$ cat src/rtl/seq_arith_4x1b_ser_gen.sv
// Bit-serial operand generator: parallel val/rdy pairs in, LSB-first
// serial A/B bits out in free-running NBITS-cycle frames.
module seq_arith_4x1b_ser_gen #(
    parameter int NBITS = 4
) (
    input  logic             clk,
    input  logic             reset,
    input  logic             in_val,
    output logic             in_rdy,
    input  logic [NBITS-1:0] in_a,
    input  logic [NBITS-1:0] in_b,
    output logic             out0,
    output logic             out1,
    output logic             out_first,
    output logic             out_last,
    output logic             out_active
);

    localparam int CW = $clog2(NBITS);
    localparam logic [CW-1:0] LAST = CW'(NBITS - 1);

    logic [CW-1:0]    cnt;
    logic [NBITS-1:0] sh_a;
    logic [NBITS-1:0] sh_b;
    logic [NBITS-1:0] buf_a;
    logic [NBITS-1:0] buf_b;
    logic             buf_full;
    logic             act;
    logic             xfer;
    logic             at_end;

    assign in_rdy = !buf_full && !reset;
    assign xfer   = in_val && in_rdy;
    assign at_end = (cnt == LAST);

    // Free-running frame-bit counter; never stalls so frames stay aligned
    // with the downstream adder's carry clear.
    always_ff @(posedge clk) begin
        if (reset) begin
            cnt <= '0;
        end else if (at_end) begin
            cnt <= '0;
        end else begin
            cnt <= cnt + CW'(1);
        end
    end

    // One-entry pending buffer; drained at every frame boundary, either
    // into the shifters or bypassed because it was already empty.
    always_ff @(posedge clk) begin
        if (reset) begin
            buf_full <= 1'b0;
            buf_a    <= '0;
            buf_b    <= '0;
        end else if (at_end) begin
            buf_full <= 1'b0;
        end else if (xfer) begin
            buf_full <= 1'b1;
            buf_a    <= in_a;
            buf_b    <= in_b;
        end
    end

    // Shift out mid-frame; reload at the boundary from buffer, bypass or idle.
    always_ff @(posedge clk) begin
        if (reset) begin
            sh_a <= '0;
            sh_b <= '0;
            act  <= 1'b0;
        end else if (!at_end) begin
            sh_a <= sh_a >> 1;
            sh_b <= sh_b >> 1;
        end else if (buf_full) begin
            sh_a <= buf_a;
            sh_b <= buf_b;
            act  <= 1'b1;
        end else if (xfer) begin
            sh_a <= in_a;
            sh_b <= in_b;
            act  <= 1'b1;
        end else begin
            sh_a <= '0;
            sh_b <= '0;
            act  <= 1'b0;
        end
    end

    assign out0       = sh_a[0];
    assign out1       = sh_b[0];
    assign out_first  = (cnt == '0);
    assign out_last   = at_end;
    assign out_active = act;

endmodule

$ cat config.mk
export PLATFORM = sky130hd
export DESIGN_NAME = seq_arith_4x1b_ser_gen
export DESIGN_NICKNAME = d
export VERILOG_FILES = /design/src/rtl/seq_arith_4x1b_ser_gen.sv
export SDC_FILE = /design/constraint.sdc
export NUM_CORES = 1
export LEC_CHECK = 0
export CORE_MARGIN = 2
export CORE_UTILIZATION = 25
export CTS_CLUSTER_DIAMETER = 200
export DETAILED_ROUTE_END_ITERATION = 12
export DONT_BUFFER_PORTS = 1
export PLACE_DENSITY_LB_ADDON = 0.05
export SYNTH_ARGS = -nofsm -noshare
export SYNTH_HDL_FRONTEND = slang
export SYNTH_SLANG_ARGS = --single-unit
$ cat constraint.sdc
create_clock -name clk -period 1.7 [get_ports clk]
set_input_delay 0.51 -clock clk [delete_from_list [all_inputs] [get_ports clk]]
set_output_delay 0.51 -clock clk [all_outputs]
set_load 0.005 [all_outputs]
Word level (Yosys, flattened, before mapping)
Cells that the tools add are included.

operators by class
  add/subtract/negate cells = 1
  eq/ne operators = 1
  multiplexer cells = 8
  bitwise gates (word level) = 1
  reductions and logical operators = 8

operators with widths
  cell                                         count
  2-to-1 mux 4 bit                             4
  2-to-1 mux 3 bit                             2
  OR reduction 2 bit                           2
  adder 2 x 1 -> 2 bit, second input constant  1
  == test 2 bit, second input constant         1
  logical AND 1 bit                            2
  zero test 1 bit                              2
  zero test 2 bit                              1
  2-to-1 mux 1 bit                             2
  AND reduction 2 bit                          1
  inverter 1 bit                               1

storage, ports and cells
  register bits = 20
  output and inout port bits = 6
  logic and storage cells = 28

Depth between registers and ports, before layout
  word-level depth = 6
  mapped depth = 5
  depth with buffers taken out = 3

Worst setup path after synthesis
OpenSTA, ideal clock, no wires.

  path type = register to register
  from = reg cnt[0]
  to = reg buf_a[0]
  library setup time = 121 ps
  data arrival time = 1628 ps
  data required time = 1579 ps
  slack = -49 ps
  cell stages (with the launch flop) = 6
  buffers on the path = 2
  clock period less this slack = 1749 ps
  path through = dfxtp_1 -> ha_1 -> buf_6 -> or4b_4 -> buf_6 -> mux2_4

on the way
  longest elaborated chain between the ends = 3

ends and longest elaborated chain
  item                           RTL line  text
  from (decl)                    22        logic [CW-1:0] cnt;
  from (signal assigned)         44        cnt <= cnt + CW'(1);
  == test 2 bit                  34        assign at_end = (cnt == LAST);
  net out_last                   15        output logic out_last,
  inverter 1 bit (no line)       -
  AND reduction 2 bit (no line)  -
  to (signal assigned)           59        buf_a <= in_a;
  to (decl)                      25        logic [NBITS-1:0] buf_a;

The timed path passes the listed nets, and every way through them passes these cells.
A chain may end at the register's enable or synchronous reset.

Worst setup path after layout
  from = reg cnt[0]
  to = out out_last

on the way
  longest elaborated chain between the ends = 1

ends and longest elaborated chain
  item           RTL line
  == test 2 bit  34
  to (decl)      15

No other way between the ends.

==> out/metrics.cfg <==
[clock_network]
clk_latency_ps = 290
cts_num_sinks = 20
clk_pin_slew_ps = 110
numCtsBuffers = 3
cts_tree = done
cts_root_buf = clkbuf_4
clockBufferDepth = 2
cts-htree-levels = 1
cts_setup_buffers = 0

[routing]
wl_um = 1726
routedWlPerCell_um = 13.28
drt_iter0_markers = 14
viasPerCell = 4.346
num_vias = 565
drtPass1Iterations = 2
drtAntennaViolNets = 0
drc_errors = 0

[synth]
async_flop_share = 0
seq_area_frac_synth = 0.4539
ys.flop_type = dfxtp_1
yosysWarnings = 0
yosysTopAreaCellShare = 0.4539
yosysMostFrequentCell = dfxtp_1
synth_cell_type_count = 19
yosys.area.top_type = dfxtp_1
synthesis.area_um2 = 882.1
synth_nets = 100
synth_edf_count = 0
synth-seq-cells = 20
syn_area_per_cell_um2 = 10.14
ys_top_cells_by_count = dfxtp_1 (20), nor2_1 (9)
synth_area_leaders = dfxtp_1 (45%), mux2_4 (14%), nand3b_1 (6.8%)
syn_inst = 87

[sta]
rsz0062_at_grt = false
fin_crit_ps = 1582
maxSlewHeadroom = 0.8593
clock_skew_ps = 0.8437
hold_violations = 0
slew_violations = 0
timing.fmax_ghz = 0.6320
tightest_slew_ps = 209.7
hold_ws_ps = 270.3
fin_crit_sh = 0.9308
finalSetupTns_ps = 0
finalSetupViolCount = 0

[global_routing]
grt_max_degree = 22
grt_pass1_wl_um = 2939
antenna_found_initial = 0
grt_pass1_vias = 578
grt_usage = 0.09558
overflow = 0

[placement]
port_buffers = 0
dp_hpwl_um = 1102
gp_congestion = 0.6655

[critical_path]
crit_path_end_kind = output pin
path_class = register to output pin
regToRegSetupSlack_ps = 130
cp_max_fo = 19
arrival_ps = 1070
worstPathRequired_ps = 1190
worstSetupStartpointType = register

[floorplanning]
start_util = 0.2623
die_area_um2 = 4020
ios = 17
die_h_um = 63.40
dieWidth_um = 63.40
rows = 21
core_um2 = 3363

[power_and_ir_drop]
p_leak_nw = 0.3405
vdd_drop_max_mv = 0.2238
power_density_nw_per_um2 = 918.2

[finish]
register_area_um2 = 400.4
utilization = 0.2783
drive_above_1_share = 0.1786
nets = 99
multi_input_area_um2 = 429.2
antenna_cells = 0
nFillCells = 380
syn2layout_area_growth_pct = 6.099

[flow_run]
maxCapViolations = 0

[worst_hold_path]
hp-class = input pin to register

[run_status]
status = finished, final reports clean

==> worst paths after layout <==
check,startpoint,to,cells after the start
hold / removal,reset,sh_b[2]$_SDFF_PP0_,1
setup reg to reg,cnt[0]$_SDFF_PP0_,buf_a[1]$_SDFFE_PP0P_,3
hold reg to reg,cnt[0]$_SDFF_PP0_,cnt[0]$_SDFF_PP0_,1
setup / recovery,cnt[0]$_SDFF_PP0_,out_last,2
==> per-stage QoR <==
step | setup slack (ps) | cells | cell area, um2 | total power, W
floorplan | 3.138 | 87 | 888.4 | 0.0006407
global placement | 98.64 | 127 | 909.6 | 0.0006467
detailed placement | 86.79 | 127 | 909.6 | 0.0006464
CTS | 40.34 | 130 | 932.1 | 0.0008768
global route | 36.22 | 130 | 935.9 | 0.0009074
finish | 117.7 | 130 | 935.9 | 0.0008593
==> layout by cell type, fill, tap and decap left out, drive strengths merged <==
cell type,n
a21oi,2
nor2b,8
a211oi,1
inv,2
nor3b,1
dfxtp,20
nand2b,1
buf,2
or4b,1
ha,2
clkbuf,3
nor3,2
nand3b,8
nand2,8
mux2,8
nor2,9
a311oi,6
==> worst max-delay path, stage by stage, from the launching register on <==
cell and delay, ps:
dfxtp_1 380, ha_2 210, buf_6 190
==> cells by family after synthesis <==
| logic type | after synthesis | synth area share |
|---|---|---|
| AOI/OAI and AO/OA | 9 | 0.07944 |
| adders and majority gates | 2 | 0.02836 |
| buffers and inverters | 10 | 0.06241 |
| DFF | 20 | 0.4539 |
| muxes | 8 | 0.1362 |
| and+or+nand+nor | 38 | 0.2397 |
==> per-layer routing <==
layer / track usage / wire [um] / vias up
li1: - / - / 291
met1: 0.1211 / 816 / 263
met2: 0.1408 / 799 / 9
met3: 0.03036 / 91 / 2
met4: 0.05707 / 19 / 0
met5: 0 / 0 / -
==> registers in the layout, summed over array words and instances, names as in the netlist <==
register / cells
out_active: 1
sh_a: 4
sh_b: 4
cnt: 2
buf_a: 4
buf_b: 4
buf_full: 1
==> power breakdown <==
group / leakage [nW] / internal [W] / total [W] / switching (W)
sequential: 0.164 / 0.000503 / 0.000518 / 0.0000156
clock: 0.0138 / 0.0000824 / 0.000224 / 0.000142
combinational: 0.163 / 0.0000658 / 0.000117 / 0.0000511
total: 0.341 / 0.000651 / 0.000859 / 0.000208
==> what timing repair did <==
action / CTS / global route
setup endpoints to repair: 0 / 1
hold buffers: 0 / 0
gates resized for setup: 0 / 1
==> layout make-up <==
cell class,instances,share of cell area
clock buffer,3,0.02406
inverter,2,0.008021
multi-input combinational,57,0.4586
sequential,20,0.4278
tap,46,0.06150
timing repair buffer,2,0.02005
Note: power is estimated with default switching activity, not from simulation.
